$ cat src/rtl/wddl_xorn_pipe.sv
// -----------------------------------------------------------------------------
// wddl_xorn_pipe
//
// Dual-rail (WDDL-style) N-input XOR with a one-stage registered output and an
// optional running XOR accumulator. Each operand bit is carried as a true rail
// (p) and a false rail (n). The interface alternates between two phases:
//   - evaluation: every pair is complementary (p = ~n)
//   - precharge:  every rail is 0
// Every evaluation cycle must be followed by at least one precharge cycle. The
// output pair follows the same discipline, so only 0/0 or p/~p ever appears on
// d_p_out/d_n_out.
//
// Handshake: valid_in=1 offers one beat for the current cycle; there is no
// back-pressure. A beat is accepted only when the phase FSM is in PRE and the
// rails are well formed. Its result appears exactly one cycle later with
// valid_out=1. Any cycle without an accepted beat produces a precharged 0/0
// output with valid_out=0 on the next cycle.
//
// Ports
//   clk_in         rising-edge clock
//   rstn_in        asynchronous, active-low reset
//   d_p_in         true rails, operand k at [k*WIDTH +: WIDTH]
//   d_n_in         false rails, same packing as d_p_in
//   valid_in       1 = evaluation beat, 0 = precharge cycle
//   acc_in         1 = XOR the beat result into the running accumulator
//   clr_in         zero the accumulator (used as base 0 on an accepted beat)
//   err_clr_in     clear the sticky error flags
//   d_p_out        registered true rails
//   d_n_out        registered false rails
//   valid_out      output pair is in evaluation
//   err_out        sticky flags: [0] rail encoding error, [1] protocol error
//   dbg_state_out  phase FSM state (0 = PRE, 1 = EVAL)
//   dbg_acc_out    internal single-rail accumulator
// -----------------------------------------------------------------------------
module wddl_xorn_pipe #(
    parameter int WIDTH  = 32,
    parameter int NUM_IN = 3
) (
    input  logic                     clk_in,
    input  logic                     rstn_in,
    input  logic [NUM_IN*WIDTH-1:0]  d_p_in,
    input  logic [NUM_IN*WIDTH-1:0]  d_n_in,
    input  logic                     valid_in,
    input  logic                     acc_in,
    input  logic                     clr_in,
    input  logic                     err_clr_in,
    output logic [WIDTH-1:0]         d_p_out,
    output logic [WIDTH-1:0]         d_n_out,
    output logic                     valid_out,
    output logic [1:0]               err_out,
    output logic                     dbg_state_out,
    output logic [WIDTH-1:0]         dbg_acc_out
);

    typedef enum logic {
        ST_PRE  = 1'b0,
        ST_EVAL = 1'b1
    } phase_t;

    phase_t             r_state;
    phase_t             w_state_nxt;

    logic [WIDTH-1:0]   r_d_p;
    logic [WIDTH-1:0]   r_d_n;
    logic               r_valid;
    logic [1:0]         r_err;
    logic [WIDTH-1:0]   r_acc;

    logic [WIDTH-1:0]   w_x;
    logic [WIDTH-1:0]   w_pair_bad;
    logic [WIDTH-1:0]   w_rail_hot;
    logic               w_enc_err;
    logic               w_proto_err;
    logic               w_accept;
    logic [WIDTH-1:0]   w_base;
    logic [WIDTH-1:0]   w_result;
    logic [1:0]         w_err_set;
    logic [1:0]         w_err_nxt;

    // XOR of the true rails plus per-bit encoding checks across all operands.
    // w_pair_bad marks bits where some operand has p == n (illegal while
    // evaluating); w_rail_hot marks bits where some rail is 1 (illegal while
    // precharging).
    always_comb begin
        w_x        = '0;
        w_pair_bad = '0;
        w_rail_hot = '0;
        for (int k = 0; k < NUM_IN; k++) begin
            w_x        = w_x ^ d_p_in[k*WIDTH +: WIDTH];
            w_pair_bad = w_pair_bad |
                         ~(d_p_in[k*WIDTH +: WIDTH] ^ d_n_in[k*WIDTH +: WIDTH]);
            w_rail_hot = w_rail_hot |
                         d_p_in[k*WIDTH +: WIDTH] | d_n_in[k*WIDTH +: WIDTH];
        end
    end

    assign w_enc_err   = valid_in ? (|w_pair_bad) : (|w_rail_hot);

    // A beat arriving right after an evaluation skips the mandatory precharge.
    assign w_proto_err = valid_in && (r_state == ST_EVAL);

    assign w_accept    = valid_in && (r_state == ST_PRE) && !w_enc_err;

    // clr_in overrides acc_in: the beat starts a fresh accumulation from 0.
    assign w_base      = (clr_in || !acc_in) ? '0 : r_acc;
    assign w_result    = w_base ^ w_x;

    // Sticky flags: a set in the same cycle as a clear takes priority.
    assign w_err_set   = {w_proto_err, w_enc_err};
    assign w_err_nxt   = (err_clr_in ? 2'b00 : r_err) | w_err_set;

    // Phase FSM, next-state half. EVAL always returns to PRE so every
    // evaluation is followed by at least one precharge cycle.
    always_comb begin
        w_state_nxt = ST_PRE;
        case (r_state)
            ST_PRE:  w_state_nxt = w_accept ? ST_EVAL : ST_PRE;
            ST_EVAL: w_state_nxt = ST_PRE;
            default: w_state_nxt = ST_PRE;
        endcase
    end

    // Phase FSM, state register.
    always_ff @(posedge clk_in or negedge rstn_in) begin
        if (!rstn_in) begin
            r_state <= ST_PRE;
        end else begin
            r_state <= w_state_nxt;
        end
    end

    // Output pair, accumulator and error flags.
    always_ff @(posedge clk_in or negedge rstn_in) begin
        if (!rstn_in) begin
            r_d_p   <= '0;
            r_d_n   <= '0;
            r_valid <= 1'b0;
            r_acc   <= '0;
            r_err   <= 2'b00;
        end else begin
            r_err <= w_err_nxt;
            if (w_accept) begin
                r_d_p   <= w_result;
                r_d_n   <= ~w_result;
                r_valid <= 1'b1;
                r_acc   <= w_result;
            end else begin
                // Dropped or absent beat: propagate precharge.
                r_d_p   <= '0;
                r_d_n   <= '0;
                r_valid <= 1'b0;
                if (clr_in) begin
                    r_acc <= '0;
                end
            end
        end
    end

    assign d_p_out       = r_d_p;
    assign d_n_out       = r_d_n;
    assign valid_out     = r_valid;
    assign err_out       = r_err;
    assign dbg_state_out = r_state;
    assign dbg_acc_out   = r_acc;

endmodule

$ cat config.mk
export PLATFORM = sky130hd
export DESIGN_NAME = wddl_xorn_pipe
export DESIGN_NICKNAME = d
export VERILOG_FILES = /design/src/rtl/wddl_xorn_pipe.sv
export SDC_FILE = /design/constraint.sdc
export NUM_CORES = 1
export LEC_CHECK = 0
export BUFFER_PORTS_ARGS = -buffer_cell sky130_fd_sc_hd__clkbuf_2
export CAP_MARGIN = 10
export CORE_ASPECT_RATIO = 1.2
export CORE_MARGIN = 3
export CORE_UTILIZATION = 52
export DETAILED_ROUTE_END_ITERATION = 7
export GPL_TIMING_DRIVEN = 0
export PLACE_DENSITY = 0.92
export SYNTH_ARGS = -nofsm -noshare
export SYNTH_HDL_FRONTEND = slang
export SYNTH_SLANG_ARGS = --single-unit
$ cat constraint.sdc
create_clock -name clk_in -period 4.9 [get_ports clk_in]
set_clock_uncertainty 0.05 [all_clocks]
set_input_delay 0.245 -clock clk_in [delete_from_list [all_inputs] [get_ports clk_in]]
set_output_delay 0.245 -clock clk_in [all_outputs]
set_load 0.1 [all_outputs]
Yosys cells after proc, flatten, opt, wreduce, memory -nomap -nowiden
Cells that the tools add are included.

word-level totals
  flip-flop bits (word level) = 100
  latch bits = 0
  RAM bits = 0
  bits in read-only memories = 0
  bits of input ports = 198
  output and inout port bits = 100
  logic and storage cells = 43
  memories = 0

cells by class
  add/subtract/negate cells = 0
  multipliers = 0
  div/mod/pow operators = 0
  $lt $le $gt $ge = 0
  equality and inequality tests = 0
  shift operators = 0
  muxes and demuxes = 9
  bitwise logic cells = 19
  reduce and logical (&&, ||, !) cells = 9

operator list
  operator             number
  $or A32 B32 Y32      7
  $xor A32 B32 Y32     6
  $mux W32             5
  $not A32 Y32         4
  $reduce_or A32 Y1    2
  $logic_and A1 B1 Y1  3
  $logic_not A1 Y1     2
  $mux W1              2
  $mux W2              1
  $or A2 B2 Y2         1
  $pmux W1 S2          1
  $reduce_bool A2 Y1   1
  $logic_or A1 B1 Y1   1
  $not A1 Y1           1

Logic depth before layout (Yosys ltp)
Gate-level depths: netlist of run 1.

  word-level depth = 11
  mapped depth = 12
  mapped depth without buffers = 8

Worst setup path before layout of run 1
Ideal clock, no wire load.

  path kind = in2reg
  start point = input d_p_in[21]
  end point = register r_d_p[13] (netlist: d_p_out[13])
  library setup time = 0.075 ns
  arrival = 2.344 ns
  data required time = 4.775 ns
  slack = 2.431 ns
  stages on the path = 12
  buffers on the path = 4
  cell sequence = inv_1 -> ha_1 -> nand4_1 -> nor4_1 -> nand4_1 -> or4_1 -> clkbuf_1 -> or3_1 -> buf_2 -> buf_6 -> buf_6 -> a21oi_2

on the way
  word-level cells in the longest chain between the ends = 10
  elaborated cells on any way between the ends = 15
  classes of those cells = mux: 2; bitwise: 9; reduce/logical: 4

RTL lines
  what                   line  RTL
  from (decl)            41    input logic [NUM_IN*WIDTH-1:0] d_p_in,
  $or A32 B32 Y32        93    d_p_in[k*WIDTH +: WIDTH] | d_n_in[k*WIDTH +: WIDTH];
  $or A32 B32 Y32        92    w_rail_hot = w_rail_hot |
  $or A32 B32 Y32        93
  $or A32 B32 Y32        92
  $or A32 B32 Y32        93
  $reduce_or A32 Y1      97    assign w_enc_err = valid_in ? (|w_pair_bad) : (|w_rail_hot);
  $mux W1 *              97
  $logic_not A1 Y1 *     102   assign w_accept = valid_in && (r_state == ST_PRE) && !w_enc_err;
  $logic_and A1 B1 Y1 *  102
  $mux W32 *             142   if (w_accept) begin
  to (signal assigned)   143   r_d_p <= w_result;
  to (decl)              63    logic [WIDTH-1:0] r_d_p;

Mark *: on every way between the ends. The rest lies on a longest branch, timed or not.
A chain may end at the register's enable or synchronous reset.

Final worst setup path of run 1
  start point = input d_p_in[1]
  end point = register r_d_p[12] (netlist: d_p_out[12])

Same word-level chain as after synthesis.

==> results.cfg, run 1 <==
[run_status]
status = finished clean

[clocking]
clock_path_buffers = 2
clkSinkCount = 100
cts.reportedPaths.clkPinSlew_ns = 0.07
insertion_delay_ns = 0.35
htreeDepth = 3
cts_tree = yes
cts_root_buf = clkbuf_16
cts_buffers = 9

[setup_path]
critPathCaptureType = flip-flop
arrival_ns = 3.15
cp_data_required_time_ns = 5.12
crit_path_start_kind = input pin
startpoint = d_p_in[1]
critical_path.max_fanout = 10
path_class = in2reg
rr_startpoint = dbg_state_out

[floorplanning]
die_y_um = 129
initial_core_util_pct = 53.9
core_area_um2 = 12200
dieArea_um2 = 14100
io_pins = 298
rows = 44
die_width_um = 109

[drt]
routed_wl_um = 27500
vias = 7430
drt_first_pass_iters = 5
wire_per_inst_um = 23.4
drc = 0
drtAntennaViolNets = 0
vias_per_cell = 6.33
drt-initial-drc-count = 969

[global_route]
grt_first_pass_wirelength_um = 40200
grt_max_degree = 53
antenna_found_initial = 0
overflow = 0
grt.total_usage_pct = 38.7
grt_pass1_vias = 7269

[sta]
timing.final.crit_share_pct = 59.8
worst_hold_slack_ns = 0.0385
final_max_slew_viol_count = 0
fin_crit_ns = 2.93
slew_headroom_pct = 56.4
max_freq_ghz = 0.341
setup_viol = 0
tightest_slew_ns = 0.653
rsz0062_at_grt = no
setup_tns_ns = 0
finalHoldViolations = 0
timing.final.ws_setup_ns = 1.97

[power]
power_mw = 1.98
p_leak_nw = 4.55
p_per_area_nw_per_um2 = 230
vdd_drop_max_v = 0.000161

[synthesis]
syn_avg_cell_area_um2 = 9.44
yosysSeqAreaShare_pct = 38.0
yosys.area_share.simple_pct = 19.5
synthDistinctLibCells = 37
synth-compound-area-share_pct = 20.7
ys_ff_latch = 100
yosysWarnings = 0
synth_cells = 698
synth_top_family_by_area = compound AO/OA/AOI/OAI gates
syn_area_um2 = 6590
syn_nets = 928
synthAdderAreaFrac_pct = 6.08
synth_xor_area_share_pct = 9.44
synth_mux_area_share_pct = 0

[finish]
fin_util_pct = 70.4
drive_gt1_share_pct = 34.2
area_delta_synth_final_pct = 30.6
nFillCells = 999
finish.net_count = 1238

[worst_hold_path]
hp-class = in2reg
hold_start = err_clr_in

[place]
dp_hpwl_um = 23000
numPortBuffers = 297
gp_congestion = 0.980
pre_cts_slack_ns = 1.65

[job]
drv_cap = 0
[layer usage]
layer	wire (um)	vias to the layer above	part of all wire (%)	track usage (%)
met5	0	-	0	0
met4	2020	0	7.4	25.0
met3	2820	147	10	8.27
met2	13200	632	48	64.5
met1	9440	3424	34	45.0
li1	-	3227	-	-
[sequential cells by signal, indices dropped and copies added, names as in the netlist]
name / cells
dbg_acc_out: 32
d_p_out: 32
err_out: 2
d_n_out: 32
valid_out: 1
dbg_state_out: 1
[final cells by class]
class | instances | area, um2 | share of cell area [%]
Multi-Input combinational cell | 495 | 3670 | 42.6
Clock inverter | 3 | 21.3 | 0.247
Buffer | 35 | 161 | 1.88
Antenna cell | 1 | 2.50 | 0.0291
Inverter | 68 | 255 | 2.97
Timing Repair Buffer | 299 | 1530 | 17.7
Tap cell | 161 | 201 | 2.34
Clock buffer | 12 | 267 | 3.10
Sequential cell | 100 | 2500 | 29.1
[cell usage after synthesis, drive strengths merged]
library cell  number  area, um2
dfrtp            100       2500
inv               68        255
xnor2             56        490
o22ai             52        325
a21oi             34        238
nand3             34        170
a2111oi           32        280
a21o              32        240
and3b             32        280
ha                32        400
nand2b            32        200
nand4             30        188
nor2              27        101
nor4              27        169
clkbuf            26       97.6
xor2              15        131
a221oi            11        121
buf                9       63.8
nor3               9       45.0
a22o               8       70.1
nand2              8       30.0
a22oi              6       45.0
a211oi             4       30.0
or4                4       30.0
or3                2       17.5
and4               1       8.76
nand4b             1       8.76
nor2b              1       6.26
nor4b              1       8.76
nor4bb             1       10.0
o21ai              1       5.00
o2bb2ai            1       8.76
or4b               1       10.0
[through the flow]
stage	area, um2	std cells
6_report	8610	1174
3_3_place_gp	8280	1156
3_5_place_dp	8310	1157
2_1_floorplan	6590	698
5_1_grt	8600	1173
4_1_cts	8600	1173
[critical path, cell delays in order]
cell and delay (ns):
clkbuf_2 0.09, inv_1 0.06, ha_1 0.33, nand4_1 0.15
nor4_1 0.40, nand4_1 0.21, or4_1 0.43, clkbuf_1 0.20
or3_1 0.36, buf_2 0.17, clkbuf_1 0.28, a21oi_1 0.21
[path summary, 6_finish.rpt]
check	cells after the start	slack [ns]	endpoint
worst max-delay path	12	1.97	d_p_out[12]
worst min-delay path	2	0.04	err_out[0]
worst max register to register	4	2.89	dbg_acc_out[7]
worst min register to register	2	0.48	err_out[1]
max in group asynchronous	3	3.67	dbg_acc_out[24]
min in group asynchronous	2	0.44	d_n_out[7]
[repair_timing]
item,4_1_cts,5_1_grt
hold buffers,1,0
gates resized for setup,0,0
endpoints found under the hold margin,48,0
setup buffers,0,0
[cells in the final DEF, fill, tap and decap left out, types with 6 or more instances in the layout]
cell and n:
nand3_1 34, a22oi_1 6, a221oi_1 7, nor3_1 9, clkbuf_16 9, a21o_1 32
ha_1 32, nor2_1 27, nand2b_1 32, dfrtp_1 100, o22ai_1 52, clkbuf_2 296
clkbuf_1 26, nand2_1 8, nand4_1 30, and3b_1 32, a21oi_2 18, xnor2_1 56
buf_2 6, inv_1 68, a2111oi_0 32, a22o_1 8, nor4_1 27, a21oi_1 16
xor2_1 15
[where the power goes]
group / total, mW / leakage (nW) / switching [mW] / internal, mW
clock network: 0.702 / 0.141 / 0.318 / 0.384
logic: 0.454 / 3.02 / 0.279 / 0.175
registers: 0.825 / 1.39 / 0.00000000000000000811 / 0.825
[cell families (layout without fill, tap and decap cells)]
group,Yosys count,after routing
flops,100,100
simple gates,211,211
xor+xnor,71,71
buf+inv,103,417
other cells,0,1
compound gates,181,181
fa+ha+maj,32,32
(Power assumes the default switching activity.)
==> run 2, diff against run 1 <==
--- a/config.mk
+++ b/config.mk
@@ -9,10 +9,10 @@
 export CAP_MARGIN = 10
 export CORE_ASPECT_RATIO = 1.2
 export CORE_MARGIN = 3
-export CORE_UTILIZATION = 52
+export CORE_UTILIZATION = 48
 export DETAILED_ROUTE_END_ITERATION = 7
 export GPL_TIMING_DRIVEN = 0
-export PLACE_DENSITY = 0.92
+export PLACE_DENSITY = 0.86
 export SYNTH_ARGS = -nofsm -noshare
 export SYNTH_HDL_FRONTEND = slang
 export SYNTH_SLANG_ARGS = --single-unit
==> constraint.sdc (replaced) <==
create_clock -name clk_in -period 2.7 [get_ports clk_in]
set_clock_uncertainty 0.05 [all_clocks]
set_input_delay 0.135 -clock clk_in [delete_from_list [all_inputs] [get_ports clk_in]]
set_output_delay 0.135 -clock clk_in [all_outputs]
set_load 0.1 [all_outputs]
==> run 2 against run 1 <==
Compared with the run above: via count is 2.0% lower; setup slack got worse by 1.9 ns; clock power grew 81%.
==> results.cfg, run 2 (synthesis gave the netlist of run 1 again) <==
[setup_path]
crit_buf_inv = 5
startpoint = d_p_in[23]
crit_path_start_kind = input pin
cpPeakStageDelay_ns = 0.51
path_cells = clkbuf_2 -> inv_1 -> ha_1 -> nand4_1 -> nor4_4 -> nand4_1 -> or4_4 -> or3_1 -> buf_2 -> buf_6 -> buf_6 -> a21oi_2
reg2reg_to = dbg_acc_out[28]
path_delay_family = simple AND/OR/NAND/NOR gates
rr_worst_depth = 4
critPathSlowestCell = or4_4
path_class = in2reg
cp_data_required_time_ns = 2.92
critPathCaptureType = flip-flop
ff2ff_setup_slack_ns = 0.69
critical_path.max_fanout = 10
arrival_ns = 2.84
rr_startpoint = dbg_state_out

[floorplanning]
die_y_um = 134
core_area_um2 = 13400
rows = 46
dieArea_um2 = 15200
die_width_um = 113
io_pins = 298
initial_core_util_pct = 49.3

[job]
drv_cap = 0

[drt]
drc = 0
vias = 7285
drtAntennaViolNets = 0
routed_wl_um = 28200
wire_per_inst_um = 23.8
drt_first_pass_iters = 7
drt-initial-drc-count = 680
vias_per_cell = 6.17

[worst_hold_path]
hp-class = in2reg
hold_start = valid_in
whs_endpoint = err_out[1]
min_path_cells = 3

[global_route]
grt_first_pass_wirelength_um = 41800
grt_pass1_vias = 7353
antenna_found_initial = 0
grt.total_usage_pct = 36.3
grt_max_degree = 66
overflow = 0

[place]
gp_congestion = 1.00
placed_area_um2 = 8320
dp_hpwl_um = 23600
pre_cts_slack_ns = -0.608
numPortBuffers = 297

[clocking]
clkSinkCount = 100
htreeDepth = 3
cts_root_buf = clkbuf_16
cts_setup_buffers = 0
clock_path_buffers = 2
insertion_delay_ns = 0.35
cts_tree = yes
cts_buffers = 9
cts.reportedPaths.clkPinSlew_ns = 0.08

[finish]
area_delta_synth_final_pct = 31.5
drive_gt1_share_pct = 35.0
layout_common_cells = clkbuf_2 (298), dfrtp_1 (100), inv_1 (68)
finish.net_count = 1238
design_area_um2 = 8670
final_common_cell = clkbuf_2
antennaDiodeCount = 0

[power]
vdd_drop_max_v = 0.000321
p_leak_nw = 4.57
p_per_area_nw_per_um2 = 415

[sta]
setup_viol = 0
timing.final.crit_share_pct = 96.9
rsz0062_at_grt = no
slew_headroom_pct = 61.0
fin_crit_ns = 2.62
max_freq_ghz = 0.382
finalHoldViolations = 0
final_max_slew_viol_count = 0
tightest_slew_ns = 0.588
timing.final.ws_setup_ns = 0.0835

[run_status]
status = finished clean
==> run 2: cell count changes in the layout (fill, tap and decap cells not counted), sizes merged <==
cell	previous run	this run
clkbuf	335	332
diode	1	0
buf	10	11
inv	68	70
dlygate4sd3	1	2
==> run 2: layout make-up <==
cell class                 count  area, um2
fill                        1178       4690
buffer                        34        161
inverter                      68        255
tap                          168        210
timing repair buffer         300       1540
multi-input combinational    495       3720
clock inverter                 5       35.0
clock buffer                  11        243
sequential                   100       2500
==> run 2: worst max path at each step <==
stage	to	slack, ns	depth (start not counted)
floorplan	d_p_out[13]	0.34	12
global placement	d_n_out[26]	-0.63	12
detailed placement	d_n_out[23]	-0.61	12
CTS	d_n_out[23]	0.01	12
global route	d_p_out[26]	0.03	12
finish	d_p_out[26]	0.08	12
==> run 2: what timing repair did <==
item / 4_1_cts / 5_1_grt
gates resized for setup: 5 / 19
pin swaps: 2 / 2
hold endpoints to repair: 37 / 0
endpoints found under the setup margin: 99 / 88
hold buffers: 2 / 0
gates cloned: 0 / 0
==> run 2: power by group <==
group | total [mW] | leakage, nW | switching (mW) | internal (mW)
clock | 1.27 | 0.136 | 0.614 | 0.656
combinational | 0.828 | 3.04 | 0.507 | 0.320
sequential | 1.50 | 1.39 | 0.0000000000000000203 | 1.50
==> run 2: through the flow <==
step	cells	TNS [ns]	hold slack, ns	utilization (%)	power [mW]
5_1_grt	1181	0	0.0354	64.9	3.70
3_5_place_dp	1164	-50.04	0.121	62.3	2.33
3_3_place_gp	1163	-54.35	0.308	62.1	2.31
6_report	1181	0	0.0220	64.9	3.59
4_1_cts	1182	0	0.0149	64.6	3.56
2_1_floorplan	698	0	-0.211	-	1.91
==> run 2: routing by layer <==
| metal | global-route usage, % | share of wire (%) | vias up |
|---|---|---|---|
| li1 | - | - | 3226 |
| met5 | 0 | 0 | - |
| met1 | 43.8 | 36 | 3436 |
| met3 | 6.63 | 9.0 | 107 |
| met4 | 16.9 | 5.2 | 0 |
| met2 | 62.5 | 50 | 516 |
==> run 2: worst min-delay path, cell delays in order <==
cell and delay, ns:
clkbuf_2 0.13, nand2_1 0.06, o21ai_0 0.07
==> run 3, diff against run 2 <==
--- a/config.mk
+++ b/config.mk
@@ -7,7 +7,7 @@
 export LEC_CHECK = 0
 export BUFFER_PORTS_ARGS = -buffer_cell sky130_fd_sc_hd__clkbuf_2
 export CAP_MARGIN = 10
-export CORE_ASPECT_RATIO = 1.2
+export CORE_ASPECT_RATIO = 1.75
 export CORE_MARGIN = 3
 export CORE_UTILIZATION = 48
 export DETAILED_ROUTE_END_ITERATION = 7
==> run 3 against run 2 <==
Compared with the run above: hold slack improved by 0.084 ns; critical path type unchanged; sequential share of layout area barely moved; critical endpoint is now dbg_acc_out[19]; global-route usage rose by 1.9 points; register-to-register slack got worse by 0.04 ns.
==> results.cfg, run 3 (synthesis gave the netlist of run 1 again) <==
[drt]
wire_per_inst_um = 24.5
routed_wl_um = 29100
vias = 7350
drtAntennaViolNets = 0
drc = 0
drt_first_pass_iters = 7
drt-initial-drc-count = 715
vias_per_cell = 6.19

[place]
numPortBuffers = 297
gp_congestion = 1.04
dp_hpwl_um = 24600

[power]
vdd_drop_max_v = 0.000282
p_per_area_nw_per_um2 = 419
p_leak_nw = 4.57
switching_share_pct = 31.1
p_switching_mw = 1.13
combPwrFrac_pct = 23.4
power_mw = 3.64
p_int_mw = 2.51
power_frac_seq_pct = 41.2
p_clk_share_pct = 35.4

[setup_path]
critical_path.max_fanout = 10
path_class = in2reg
cp_data_required_time_ns = 2.86
critPathCaptureType = flip-flop
crit_path_start_kind = input pin
arrival_ns = 2.81

[sta]
final_max_slew_viol_count = 0
tightest_slew_ns = 0.708
max_freq_ghz = 0.377
fin_crit_ns = 2.65
finalHoldViolations = 0
worst_hold_slack_ns = 0.106
rsz0062_at_grt = no
slew_headroom_pct = 52.8
timing.final.crit_share_pct = 98.2
setup_viol = 0

[global_route]
overflow = 0
grt.total_usage_pct = 38.2
grt_max_degree = 53
grt_pass1_vias = 7463
antenna_found_initial = 1
grt_first_pass_wirelength_um = 42600

[finish]
final_common_cell = clkbuf_2
fin_util_pct = 64.5
layout_common_cells = clkbuf_2 (297), dfrtp_1 (100), inv_1 (68)
finish.net_count = 1238
drive_gt1_share_pct = 34.7
area_delta_synth_final_pct = 31.7
nFillCells = 1172

[clocking]
cts_buffers = 9
cts_tree = yes
cts_root_buf = clkbuf_16
insertion_delay_ns = 0.36
cts.reportedPaths.clkPinSlew_ns = 0.08
clkSinkCount = 100
cts_setup_buffers = 0
clock_path_buffers = 2
htreeDepth = 3

[job]
drv_cap = 0

[floorplanning]
initial_core_util_pct = 49.0
die_y_um = 161
die_width_um = 94.6
core_area_um2 = 13500
rows = 56
io_pins = 298
dieArea_um2 = 15200

[worst_hold_path]
hp-class = in2reg

[run_status]
status = finished clean
[run 3: cell count changes in the layout (fill, tap and decap cells not counted), sizes merged]
cell      change
diode         +1
clkinv        -1
clkinvlp      +1
[run 3: per-stage QoR]
stage	setup TNS [ns]	setup slack, ns	instances	instance area [um2]
floorplan	0	0.341	698	6590
global placement	-58.00	-0.721	1169	8290
detailed placement	-57.59	-0.705	1170	8320
CTS	0	0.0822	1187	8670
global route	0	0.00197	1187	8680
finish	0	0.0491	1188	8680
[run 3: power groups by stage]
stage               clock, mW  combinational, mW  sequential [mW]
global route             1.36              0.907             1.50
finish                   1.29              0.851             1.50
global placement            0              0.810             1.53
CTS                      1.29              0.832             1.50
detailed placement          0              0.822             1.53
floorplan                   0              0.385             1.53
[run 3: area by class of cell]
cell class	count	area (um2)	share of cell area, %
buffer	34	160	1.85
sequential	100	2500	28.8
inverter	68	255	2.94
clock inverter	5	43.8	0.505
multi-input combinational	495	3710	42.7
antenna	1	2.50	0.0288
tap	174	218	2.51
timing repair buffer	300	1540	17.7
clock buffer	11	253	2.91
[run 3: worst paths after layout]
path	cells after the start	slack, ns	end	start
worst max-delay path	10	0.05	dbg_acc_out[19]	d_p_in[1]
worst max register to register	4	0.65	dbg_acc_out[19]	dbg_state_out
min in group asynchronous	2	0.34	d_p_out[6]	rstn_in
worst min-delay path	3	0.11	err_out[1]	valid_in
worst min register to register	2	0.49	err_out[0]	err_out[0]
max in group asynchronous	3	1.54	d_p_out[29]	rstn_in
[run 3: critical path: stages]
cell	delay, ns
clkbuf_2	0.07
inv_1	0.07
ha_1	0.31
nand4_1	0.29
nor4_4	0.30
nand4_1	0.19
or4_4	0.50
clkbuf_1	0.26
a2111oi_1	0.50
o22ai_1	0.17
[run 3: routing by layer]
| layer | routed length, um | track usage, % |
|---|---|---|
| met5 | 20 | 0 |
| met4 | 2680 | 29.3 |
| met3 | 2700 | 8.34 |
| met2 | 14400 | 64.9 |
| met1 | 9260 | 40.1 |
[run 3: timing repair]
item                                    in CTS  in global routing
gates cloned                                 0                  0
hold buffers                                 2                  0
endpoints found under the setup margin      99                  5
gates resized for setup                      8                  5
pin swaps                                    3                  0
hold endpoints to repair                    53                  0
